===== src/rtl/beam_energy_scanner.sv =====
// Steers an upstream beamformer across NUM_ANGLES angles, integrates |summed_value| per angle
// and reports the strongest angle. Optional abort input enabled by macro BEAM_SCAN_ABORT_EN.
module beam_energy_scanner #(
  parameter int DATA_W            = 36,
  parameter int ACC_W             = 48,
  parameter int NUM_ANGLES        = 16,
  parameter int SAMPLES_PER_ANGLE = 64,
  parameter int ANGLE_W           = 4
) (
  input  logic               clk,
  input  logic               rst_n,
  input  logic               start,
`ifdef BEAM_SCAN_ABORT_EN
  input  logic               abort,
`endif
  input  logic [DATA_W-1:0]  summed_value,
  input  logic               sum_valid,
  output logic [ANGLE_W-1:0] steer_angle,
  output logic               steer_load,
  output logic               busy,
  output logic               done,
  output logic               result_valid,
  output logic [ANGLE_W-1:0] peak_angle,
  output logic [ACC_W-1:0]   peak_energy,
  output logic [2:0]         fsm_state
);

  // sum_valid qualifies summed_value with no backpressure: a sample counts only in ACCUM,
  // samples presented in any other state are dropped.
  localparam int CNT_W = (SAMPLES_PER_ANGLE > 1) ? $clog2(SAMPLES_PER_ANGLE + 1) : 1;
  localparam logic [CNT_W-1:0]   LAST_CNT   = CNT_W'(SAMPLES_PER_ANGLE - 1);
  localparam logic [ANGLE_W-1:0] LAST_ANGLE = ANGLE_W'(NUM_ANGLES - 1);

  typedef enum logic [2:0] {
    IDLE    = 3'd0,
    STEER   = 3'd1,
    ACCUM   = 3'd2,
    COMPARE = 3'd3,
    DONE    = 3'd4
  } state_t;

  state_t             state, state_d;
  logic [ACC_W-1:0]   acc, acc_d;
  logic [CNT_W-1:0]   cnt, cnt_d;
  logic [ANGLE_W-1:0] angle_d, peak_angle_d;
  logic [ACC_W-1:0]   peak_energy_d;
  logic               result_valid_d, steer_load_d, busy_d, done_d;
  logic               abort_hit;

  logic [DATA_W-1:0]  mag;
  logic [ACC_W:0]     acc_sum;
  logic [ACC_W-1:0]   acc_sat;

  // Magnitude is unsigned, so the most negative input maps to 2^(DATA_W-1) without overflow.
  assign mag     = summed_value[DATA_W-1] ? (~summed_value + DATA_W'(1)) : summed_value;
  assign acc_sum = {1'b0, acc} + {{(ACC_W + 1 - DATA_W){1'b0}}, mag};
  assign acc_sat = acc_sum[ACC_W] ? {ACC_W{1'b1}} : acc_sum[ACC_W-1:0];

`ifdef BEAM_SCAN_ABORT_EN
  assign abort_hit = abort && (state != IDLE);
`else
  assign abort_hit = 1'b0;
`endif

  assign fsm_state = state;

  always_comb begin
    state_d        = state;
    acc_d          = acc;
    cnt_d          = cnt;
    angle_d        = steer_angle;
    peak_angle_d   = peak_angle;
    peak_energy_d  = peak_energy;
    result_valid_d = result_valid;
    case (state)
      IDLE: begin
        if (start) begin
          state_d        = STEER;
          angle_d        = '0;
          result_valid_d = 1'b0;
          peak_angle_d   = '0;
          peak_energy_d  = '0;
        end
      end
      STEER: begin
        acc_d   = '0;
        cnt_d   = '0;
        state_d = ACCUM;
      end
      ACCUM: begin
        if (sum_valid) begin
          acc_d = acc_sat;
          cnt_d = cnt + CNT_W'(1);
          if (cnt == LAST_CNT) state_d = COMPARE;
        end
      end
      COMPARE: begin
        // Strict compare: on a tie the earlier (lower) angle keeps the peak.
        if ((steer_angle == '0) || (acc > peak_energy)) begin
          peak_energy_d = acc;
          peak_angle_d  = steer_angle;
        end
        if (steer_angle == LAST_ANGLE) begin
          state_d        = DONE;
          result_valid_d = 1'b1;
        end else begin
          angle_d = steer_angle + ANGLE_W'(1);
          state_d = STEER;
        end
      end
      DONE:    state_d = IDLE;
      default: state_d = IDLE;
    endcase
    if (abort_hit) begin
      state_d        = IDLE;
      result_valid_d = 1'b0;
      peak_angle_d   = '0;
      peak_energy_d  = '0;
    end
    // Pulse/level outputs are registered from the state being entered.
    steer_load_d = (state_d == STEER);
    busy_d       = (state_d != IDLE);
    done_d       = (state_d == DONE);
  end

  always_ff @(posedge clk or negedge rst_n) begin
    if (!rst_n) begin
      state        <= IDLE;
      acc          <= '0;
      cnt          <= '0;
      steer_angle  <= '0;
      steer_load   <= 1'b0;
      busy         <= 1'b0;
      done         <= 1'b0;
      result_valid <= 1'b0;
      peak_angle   <= '0;
      peak_energy  <= '0;
    end else begin
      state        <= state_d;
      acc          <= acc_d;
      cnt          <= cnt_d;
      steer_angle  <= angle_d;
      steer_load   <= steer_load_d;
      busy         <= busy_d;
      done         <= done_d;
      result_valid <= result_valid_d;
      peak_angle   <= peak_angle_d;
      peak_energy  <= peak_energy_d;
    end
  end

endmodule


===== config.mk =====
export PLATFORM = sky130hd
export DESIGN_NAME = beam_energy_scanner
export DESIGN_NICKNAME = d
export VERILOG_FILES = /design/src/rtl/beam_energy_scanner.sv
export SDC_FILE = /design/constraint.sdc
export NUM_CORES = 1
export LEC_CHECK = 0
export ABC_CLOCK_PERIOD_IN_PS = 2800
export BUFFER_PORTS_ARGS = -buffer_cell sky130_fd_sc_hd__clkbuf_2
export CAP_MARGIN = 15
export CORE_MARGIN = 2
export CORE_UTILIZATION = 42
export DETAILED_ROUTE_END_ITERATION = 10
export GPL_TIMING_DRIVEN = 1
export HOLD_SLACK_MARGIN = 0.06
export PLACE_DENSITY = 0.71
export SETUP_SLACK_MARGIN = 0.5
export SLEW_MARGIN = 20
export SYNTH_ARGS = -nofsm -noshare
export SYNTH_HDL_FRONTEND = slang
export SYNTH_SLANG_ARGS = --single-unit

===== constraint.sdc =====
create_clock -name clk -period 2.8 [get_ports clk]
set_clock_uncertainty 0.2 [all_clocks]
set_input_delay 0.42 -clock clk [delete_from_list [all_inputs] [get_ports clk]]
set_output_delay 0.42 -clock clk [all_outputs]
set_load 0.02 [all_outputs]

==> results of run 1 <==
[stage by stage]
step	cells	power, mW	cell area (sq um)
2_1_floorplan	1010	6.95	9150
5_1_grt	1670	16.3	14500
6_report	1670	15.6	14500
4_1_cts	1650	14.1	13700
3_3_place_gp	1570	9.67	11500
3_5_place_dp	1570	9.85	11500
[registers in the layout, indices dropped and copies added (netlist names)]
name / flops
acc: 48
busy: 1
cnt: 7
done: 1
fsm_state: 3
peak_angle: 4
peak_energy: 48
result_valid: 1
steer_angle: 4
steer_load: 1
[Yosys cell counts (20+ instances only)]
cell type  count
a21o_1        46
a21oi_1       78
a31oi_1       26
clkbuf_1      39
dfrtp_1      118
ha_1          93
inv_1         59
nand2_1      138
nand4_1       22
nor2_1        43
o21ai_0       65
o31ai_1       59
xnor2_1       49
xor2_1        20
[logic make-up after synthesis]
kind of cell | after synthesis
compound gates | 326
simple gates | 299
flops | 118
buf+inv | 102
fa+ha+maj | 94
xor+xnor | 69
mux | 2
[power by group through the flow]
stage          sequential, mW  combinational (mW)  clock, mW
2_1_floorplan            2.80                4.15          0
3_3_place_gp             2.58                7.09          0
3_5_place_dp             2.60                7.26          0
4_1_cts                  2.59                9.15       2.35
5_1_grt                  2.67                11.2       2.46
6_report                 2.63                10.5       2.39
[per-layer routing]
metal,part of all wire,track usage
met5,0,0
met4,0.059,0.157
met2,0.47,0.471
met1,0.40,0.366
met3,0.070,0.0472
[tightest hold or removal path, cell delays in order]
cell      delay, ns
clkbuf_2       0.10
nand3b_1       0.13
nand2_1        0.10
o21ai_1        0.05
[cell type report]
cell class / instances / area [sq um]
multi-input cells: 790 / 7070
fillers: 1319 / 5800
repair buffers: 400 / 3260
flip-flops and latches: 118 / 3000
clock buffers: 19 / 443
well taps: 270 / 338
inverters: 60 / 225
clock inverters: 13 / 170
[layout by cell type (no fill, tap or decap), types with 36 or more instances in the layout]
cell and n:
a21o_1 46, a21oi_1 55, buf_4 243, clkbuf_2 100, dfrtp_1 82, dfrtp_2 36, ha_1 82, inv_1 42
nand2_1 83, nand2_4 47, xnor2_1 46
[timing repair]
action,4_1_cts,5_1_grt
cloned,11,1
pin swaps,76,69
hold endpoints to repair,118,0
setup buffers,36,19
endpoints found under the setup margin,102,103
hold buffers,1,0
resized for setup,234,127
[final timing paths]
| check | endpoint | slack (ns) |
|---|---|---|
| worst max-delay path | acc[29] | -1.90 |
| worst min register to register | peak_angle[2] | 0.32 |
| worst min-delay path | peak_angle[1] | 0.20 |
| worst max register to register | acc[29] | -0.57 |
| min in group asynchronous | peak_energy[42] | 0.21 |
| max in group asynchronous | peak_energy[14] | 1.57 |
==> summary.md, run 1 <==
| Metric | Value |
|---|---|
| Status | `finished with violations` |
| Failing checks | `negative setup slack` |
| Net switching power | `7.15 mW` |
| Worst EP arrival | `4.82 ns` |
| Post-synthesis sequential area ratio | `0.338` |
| Post-route ant nets | `0` |
| Post-Synth Adder-Cell Area | `0.135` |
| Post-synth EDFFs | `0` |
| Slew @ Worst Pin | `0.837 ns` |
| TritonCTS sink count | `118` |
| Multiplexer share of the synthesized area | `0.00243` |
| Avg WL per Cell | `21.2 um` |
| Clock H-tree levels | `4` |
| Hold path start | `start` |
| Worst r2r src | `acc[0]` |
| DRC violations left | `0` |
| Diode count | `0` |
| Fin crit share | `1.68` |
| Top_reg_cell synth | `dfrtp_1` |
| Register bit total from synthesis | `118` |
| Vias after detailed routing | `10100` |
| Fraction of layout cells with a size suffix above 1 | `0.513` |
| CTS tree | `built` |
| Largest net degree at the start of global routing | `56` |
| Max Freq | `213 MHz` |
| CORE AREA | `0.0203 sq mm` |
| DR iter-0 viols | `875` |
| Buf/Inv on CP | `5` |
| Switching part of the total | `0.460` |
| Endpoint type of the worst setup path | `register` |
| Final TNS setup | `-99.39 ns` |
| First-pass GRT wire length | `50200 um` |
| Post-DP HPWL | `20300 um` |
| Vias in the first global route | `9653` |
| Top cells by area, synth | `dfrtp_1, ha_1, nand2_1` |
| CP delay by family, top | `simple AND/OR/NAND/NOR gates` |
| RSZ-0062 raised after global routing | `yes` |
| CP startpoint | `summed_value[5]` |
| Largest family of logic cells by synthesized area | `compound AO/OA/AOI/OAI gates` |
| Clk root buf | `clkbuf_16` |
| Post-Synthesis Cell Area | `0.00874 sq mm` |
| Netlist cell types | `63` |
| Mapped Cells | `1010` |
| Total Nets Final | `1521` |
| Io pins | `103` |
| Starting Density | `0.430` |
| PD cells | `1070 mW/mm^2` |
| Clock share of power | `0.153` |
| Critical path peak fanout | `7` |
| Fin. Hold Viols | `0` |
| Fin. max-slew vios | `0` |
| Pint | `8.40 mW` |
| Tmin final | `4.70 ns` |
| Synth Area in Compound Gates | `0.243` |
| Die Area | `0.0220 sq mm` |
| Comb pwr share | `0.677` |
| Area grow syn2layout | `65.9%` |
| Routed vias/inst | `6.04` |
| Initial antenna violation count | `0` |
| Setup-failing EPs final | `100` |
| All-Layer GR Usage | `0.288` |
| Post-synthesis xor/xnor area fraction | `0.0692` |
| MaxCap Viol Count | `0` |
| Worst-path cell chain | `buf_6 > or4_4 > or4_4 > nand2b_4 > or4_4 > nand2b_4 > nand2b_4 > o31ai_4 > xnor2_2 > ha_1 > buf_6 > a21o_1 > a21oi_2 > o21ai_2 > a21boi_2 > o32ai_4 > buf_6 > buf_4 > nor2_4 > buf_8 > a21oi_2` |
| Num rows | `52` |
| Post-synthesis simple-gate area fraction | `0.168` |
| PnR worst setup slack | `-1.90 ns` |
| 1st-pass router iterations | `6` |
| Yosys Warn Count | `0` |
| Sequential power share | `0.169` |
| Async set-or-reset flop fraction in the synthesized netlist | `1.00` |
| Peak supply drop | `0.423 mV` |
| Rel. slew slack | `0.441` |
| TritonCTS buffer count | `17` |
| Post-synth net total | `1144` |
| Finished Core Util | `0.714` |
| Hold depth | `4` |
| HP Class | `primary input to register` |
| CP Launch Type | `primary input` |
| WL final | `35400 um` |
| Hold slack final | `0.197 ns` |
| Data required, critical path | `2.91 ns` |
| Place WS | `-2.15 ns` |
| Clock Path Buffers | `2` |
| R2R depth | `13` |
| Port buffer count | `102` |
| Stages on worst setup path | `21` |
| Synth top area share | `0.338` |
| Synth area leader | `dfrtp_1` |
| CP max stage delay | `0.58 ns` |
| Slowest cell on crit path | `or4_4` |
| Worst skew pair latency | `0.45 ns` |
| Die width | `148 um` |
| Clk pin slew, worst setup/hold paths | `0.06 ns` |
| GRT overflow | `0` |
| Static Leak | `7.20 nW` |
| Setup Crit Path Kind | `primary input to register` |
| Die H | `148 um` |
| Syn avg cell area | `8.65 sq um` |
| Global placement routability congestion | `0.915` |
Note: power is estimated with default switching activity, not from simulation.
==> inputs of run 2 (changes only) <==
PLACE_DENSITY = not set   (was 0.71)
==> run 2 against run 1 <==
Compared with the run above:
- the flow still finishes with violations (negative setup slack)
- final area up 1.6%
- utilization up 1.2 points
- non-clock buffer count increased by 30
- register-to-register slack better by 0.02 ns
- routed wire length is 6.7% lower
- largest cell class unchanged
==> summary.md, run 2 (synthesized netlist as in run 1, its figures left out) <==
| Metric | Value |
|---|---|
| Status | `finished with violations` |
| Failing checks | `negative setup slack` |
| Fraction of layout cells with a size suffix above 1 | `0.522 (+0.00879)` |
| DP Area | `0.0117 sq mm (+2.1%)` |
| CP Launch Type | `primary input` |
| Worst EP arrival | `4.83 ns (about the same)` |
| HP Class | `primary input to register` |
| Final Instance Area | `0.0147 sq mm (+1.6%)` |
| PnR worst setup slack | `-1.89 ns (+0.00901 ns)` |
| Global placement routability congestion | `0.892 (-2.5%)` |
| Commonest cells after routing, fill and taps aside | `buf_4, clkbuf_2, nand2_1` |
| First-pass GRT wire length | `51100 um (+1.9%)` |
| GRT overflow | `0 (unchanged)` |
| Io pins | `103 (unchanged)` |
| Largest net degree at the start of global routing | `52 (-7.1%)` |
| Die width | `148 um (unchanged)` |
| CTS tree | `built` |
| TritonCTS buffer count | `17 (unchanged)` |
| PD cells | `1050 mW/mm^2 (-1.8%)` |
| Finished Core Util | `0.726 (+0.0115)` |
| Avg WL per Cell | `19.4 um (-8.5%)` |
| Starting Density | `0.430 (unchanged)` |
| Routed vias/inst | `5.65 (-6.5%)` |
| DRC violations left | `0 (unchanged)` |
| Clk pin slew, worst setup/hold paths | `0.06 ns (about the same)` |
| Fin. Hold Viols | `0 (unchanged)` |
| CORE AREA | `0.0203 sq mm (unchanged)` |
| All-Layer GR Usage | `0.296 (+0.00776)` |
| Critical path peak fanout | `4 (-3)` |
| TritonCTS sink count | `118 (unchanged)` |
| Post-route ant nets | `0 (unchanged)` |
| Num rows | `52 (unchanged)` |
| Post-DP HPWL | `20600 um (+1.2%)` |
| Peak supply drop | `0.484 mV (+14%)` |
| Fin crit share | `1.68 (-0.00322)` |
| Setup Crit Path Kind | `primary input to register` |
| Endpoint type of the worst setup path | `register` |
| Diode count | `0 (unchanged)` |
| Rel. slew slack | `0.470 (+0.0292)` |
| Most common cell after layout, fill and taps aside | `buf_4` |
| Vias after detailed routing | `9612 (-4.8%)` |
| Worst skew pair latency | `0.43 ns (-0.02 ns)` |
| Total Nets Final | `1553 (+2.1%)` |
| Static Leak | `7.07 nW (-1.7%)` |
| Vias in the first global route | `9710 (+0.59%)` |
| Area grow syn2layout | `68.6%` |
| Slew @ Worst Pin | `0.793 ns (-0.0435 ns)` |
| Data required, critical path | `2.93 ns (+0.02 ns)` |
| Clk root buf | `clkbuf_16` |
| Die H | `148 um (unchanged)` |
| Port buffer count | `102 (unchanged)` |
| Clock Path Buffers | `2 (unchanged)` |
| RSZ-0062 raised after global routing | `yes` |
| 1st-pass router iterations | `6 (unchanged)` |
| Tmin final | `4.69 ns (-0.00901 ns)` |
| Hold slack final | `0.235 ns (+0.0380 ns)` |
| Clock H-tree levels | `4 (unchanged)` |
| DR iter-0 viols | `537 (-39%)` |
| Setup-failing EPs final | `100 (unchanged)` |
| Top Registers | `acc: 48 flops, peak_energy: 48 flops, cnt: 7 flops` |
| WL final | `33000 um (-6.7%)` |
| Die Area | `0.0220 sq mm (unchanged)` |
| MaxCap Viol Count | `0 (unchanged)` |
| Initial antenna violation count | `0 (unchanged)` |
| Fin. max-slew vios | `0 (unchanged)` |
| Max Freq | `213 MHz (+0.19%)` |
## run 2: changes by cell type in the layout (fill, tap and decap cells not counted), sizes merged
cell	delta
buf	+32
inv	-4
bufinv	+2
clkinv	-1
clkinvlp	+1
o221a	+1
o31a	+1
## run 2: worst max-delay path, cell delays in order
cell	delay [ns]
buf_6	0.09
or4_4	0.57
or4_4	0.45
nand2b_4	0.16
or4_4	0.42
nand2b_4	0.16
inv_2	0.06
nand2_4	0.08
o41ai_4	0.38
xnor2_2	0.15
ha_4	0.29
nand4_1	0.13
or2_4	0.29
a31oi_4	0.20
buf_6	0.13
buf_6	0.08
o21ai_2	0.06
nand2_1	0.09
and3_4	0.23
a31oi_2	0.10
a311oi_2	0.26
## run 2: power by group
group / internal (mW) / total (mW) / switching [mW]
Combinational: 4.96 / 10.4 / 5.47
Clock: 1.63 / 2.52 / 0.886
Sequential: 2.19 / 2.57 / 0.374
## run 2: stage by stage
step	setup TNS, ns	setup slack, ns	cells	power [mW]
3_3_place_gp	-108.66	-2.25	1601	9.93
5_1_grt	-99.94	-2.02	1702	16.4
3_5_place_dp	-109.87	-2.24	1601	10.0
2_1_floorplan	-82.94	-1.90	1010	6.95
4_1_cts	-81.99	-1.72	1688	14.6
6_report	-91.90	-1.89	1702	15.5
## run 2: area by class of cell
class,count,area (sq um)
Inverter,60,225
Multi-Input combinational cell,792,7020
Fill cell,1460,5570
Sequential cell,118,3000
Clock inverter,11,195
Clock buffer,21,460
Tap cell,270,338
Timing Repair Buffer,430,3500
## run 2: timing repair
action	4_1_cts	5_1_grt
hold buffers	1	0
setup endpoints to repair	100	105
pin swaps	64	66
resized for setup	202	121
endpoints found under the hold margin	28	0
cloned	13	0
buffers inserted	41	14
## run 2: final timing paths
kind,from,to,slack [ns],depth (start not counted)
setup reg to reg,acc[0],acc[41],-0.55,11
hold reg to reg,cnt[6],cnt[6],0.28,1
max in group asynchronous,rst_n,peak_energy[25],1.46,3
hold / removal,start,peak_angle[1],0.24,4
min in group asynchronous,rst_n,peak_energy[2],0.30,2
setup / recovery,summed_value[4],acc[44],-1.89,21
## run 2: routing by layer
metal / track usage / vias up / wire length (um)
met5: 0 / - / 0
met4: 0.116 / 0 / 1160
li1: - / 4520 / -
met3: 0.0393 / 75 / 1160
met2: 0.503 / 264 / 16200
met1: 0.384 / 4753 / 14500
==> inputs of run 3 (changes only) <==
ABC_CLOCK_PERIOD_IN_PS = 4100   (was 2800)
CORE_ASPECT_RATIO = 1.75   (was not set)
REMOVE_ABC_BUFFERS = 1   (was not set)
clock period = 4.1 ns   (was 2.8 ns; I/O delays follow)
==> run 3 against run 2 <==
Compared with the run above:
- the run ends with design-rule violations, negative setup slack left
- clock-buffer cell count shrank 4
- final area down 17%
- flip-flop and latch count stayed put
- critical path depth shrank 1
- clock power is 37% lower
- register-to-register slack improved by 1.3 ns
- sequential power fell by 28%
- first-iteration DRC count fell by 23%
- power decreased by 45%
- critical path type unchanged
- critical endpoint is now acc[37]
- largest cell class unchanged
==> summary.md, run 3 (synthesized netlist as in run 1, its figures left out) <==
| Metric | Value |
|---|---|
| TritonCTS sink count | `118 (unchanged)` |
| Clock Path Buffers | `2 (unchanged)` |
| Die width | `113 um (-24%)` |
| Clk pin slew, worst setup/hold paths | `0.07 ns (about the same)` |
| HP Class | `primary input to async pin` |
| Fraction of layout cells with a size suffix above 1 | `0.339 (-0.183)` |
| Data required, critical path | `4.26 ns (+1.33 ns)` |
| Tmin final | `4.83 ns` |
| Met1 Resource Use GR | `0.283 (-0.100)` |
| Slew @ Worst Pin | `1.12 ns (+0.324 ns)` |
| Total Nets Final | `1428 (-8.0%)` |
| Num rows | `69 (+33%)` |
| Hold buffer count at cts | `0 (-1)` |
| Clock H-tree levels | `4 (unchanged)` |
| Global placement routability congestion | `0.893 (about the same)` |
| DRC violations left | `8 (+8)` |
| Vias in the first global route | `8926 (-8.1%)` |
| PnR worst setup slack | `-0.730 ns (+1.16 ns)` |
| WL final | `27300 um (-17%)` |
| Endpoint type of the worst setup path | `register` |
| R2R depth | `11 (unchanged)` |
| Top Registers | `acc: 48 flops, peak_energy: 48 flops, cnt: 7 flops` |
| Fin crit share | `1.18` |
| Gr busiest metal | `met2` |
| Post-DP HPWL | `20100 um (-2.5%)` |
| Peak supply drop | `0.314 mV (-35%)` |
| Place WS | `-1.38 ns (+0.855 ns)` |
| Routed vias/inst | `5.58 (-1.2%)` |
| Area grow syn2layout | `40.6%` |
| Starting Density | `0.429 (-0.00159)` |
| M2 GR Usage | `0.458 (-0.0452)` |
| Status | `finished with violations` |
| Fin. Hold Viols | `0 (unchanged)` |
| Most common cell after layout, fill and taps aside | `buf_4` |
| Vias after detailed routing | `8676 (-9.7%)` |
| Met3 GRT Util | `0.0331 (-0.00621)` |
| GRT overflow | `0 (unchanged)` |
| Max Freq | `207 MHz` |
| Port buffer count | `102 (unchanged)` |
| Io pins | `103 (unchanged)` |
| Critical path peak fanout | `6 (+2)` |
| Post-route ant nets | `0 (unchanged)` |
| 1st-pass router iterations | `8 (+2)` |
| Largest net degree at the start of global routing | `68 (+31%)` |
| Setup-failing EPs final | `48 (-52%)` |
| CTS tree | `built` |
| Avg WL per Cell | `17.6 um (-9.4%)` |
| DR iter-0 viols | `416 (-23%)` |
| Rel. slew slack | `0.254 (-0.216)` |
| Hold slack final | `0.0779 ns (-0.157 ns)` |
| CP Launch Type | `primary input` |
| Filler cell count | `1774 (+22%)` |
| All-Layer GR Usage | `0.251 (-0.0452)` |
| Die H | `195 um (+31%)` |
| Fin. max-slew vios | `0 (unchanged)` |
| First-pass GRT wire length | `43800 um (-14%)` |
| Die Area | `0.0220 sq mm (+0.21%)` |
| Initial antenna violation count | `0 (unchanged)` |
| MaxCap Viol Count | `0 (unchanged)` |
| Worst skew pair latency | `0.44 ns (about the same)` |
| PD cells | `697 mW/mm^2 (-34%)` |
| Worst EP arrival | `4.99 ns (+0.16 ns)` |
| Static Leak | `5.97 nW (-15%)` |
| Clk root buf | `clkbuf_16` |
| Failing checks | `design-rule violations, negative setup slack` |
| CORE AREA | `0.0204 sq mm (+0.37%)` |
| RSZ-0062 raised after global routing | `yes` |
| Commonest cells after routing, fill and taps aside | `buf_4, nand2_1, dfrtp_1` |
| Setup Crit Path Kind | `primary input to register` |
| Diode count | `0 (unchanged)` |
| TritonCTS buffer count | `17 (unchanged)` |
[run 3: cell count changes in the layout (fill, tap and decap cells not counted), sizes merged]
cell / delta
buf: -123
bufinv: -2
clkbuf: -4
clkinv: +2
clkinvlp: -1
dlygate4sd3: -1
inv: +5
o31a: -1
[run 3: path summary, 6_finish.rpt]
kind                            startpoint               to  slack [ns]
setup / recovery           summed_value[5]          acc[37]       -0.73
hold / removal                       rst_n    peak_angle[3]        0.08
min in group clk                    cnt[6]           cnt[6]        0.29
hold reg to reg                     cnt[6]           cnt[6]        0.29
setup reg to reg                    acc[4]          acc[45]        0.73
max in group asynchronous            rst_n  peak_energy[13]        2.69
[run 3: layout make-up]
| cell class | count | area (sq um) | area share |
|---|---|---|---|
| clock buffer | 17 | 425 | 0.0346 |
| inverter | 60 | 225 | 0.0183 |
| tap | 248 | 310 | 0.0253 |
| sequential | 118 | 2950 | 0.240 |
| clock inverter | 15 | 191 | 0.0156 |
| multi-input combinational | 791 | 6010 | 0.489 |
| timing repair buffer | 306 | 2170 | 0.176 |
[run 3: metal layers]
metal | routed length (um) | up-vias
li1 | - | 4274
met1 | 10500 | 4143
met2 | 14800 | 190
met3 | 877 | 69
met4 | 1130 | 0
met5 | 0 | -
[run 3: power by group]
| group | internal, mW | leakage, nW | switching [mW] |
|---|---|---|---|
| Clock | 0.970 | 0.297 | 0.625 |
| Sequential | 1.49 | 1.56 | 0.363 |
| Combinational | 2.31 | 4.12 | 2.81 |
| Total | 4.76 | 5.97 | 3.80 |
[run 3: repair_timing]
item	CTS	global route
gates cloned	3	0
resized for setup	109	44
endpoints found under the setup margin	48	48
setup buffers	17	9
pin swaps	62	36
[run 3: worst max-delay path, stage by stage]
cell and delay, ns:
buf_6 0.09, or4_4 0.55, or4_4 0.47, nand2b_4 0.17, or4_4 0.43, nand2b_4 0.19, inv_2 0.08, nand2_4 0.09
o41ai_4 0.25, xnor2_2 0.14, ha_2 0.35, nand4_1 0.15, nor2_1 0.16, nand4_1 0.13, a21oi_2 0.25, buf_6 0.16
nor2_4 0.04, o221a_4 0.31, and4_1 0.23, nor3_2 0.14
[run 3: through the flow]
stage | std cells | instance area [sq um] | TNS [ns] | power, mW | util
floorplan | 968 | 8580 | -131.59 | 4.48 | -
global placement | 1494 | 10800 | -58.22 | 6.31 | 0.528
detailed placement | 1494 | 10800 | -61.10 | 6.37 | 0.528
CTS | 1546 | 11900 | -26.62 | 8.34 | 0.586
global route | 1555 | 12300 | -35.19 | 9.21 | 0.603
finish | 1555 | 12300 | -30.26 | 8.56 | 0.603
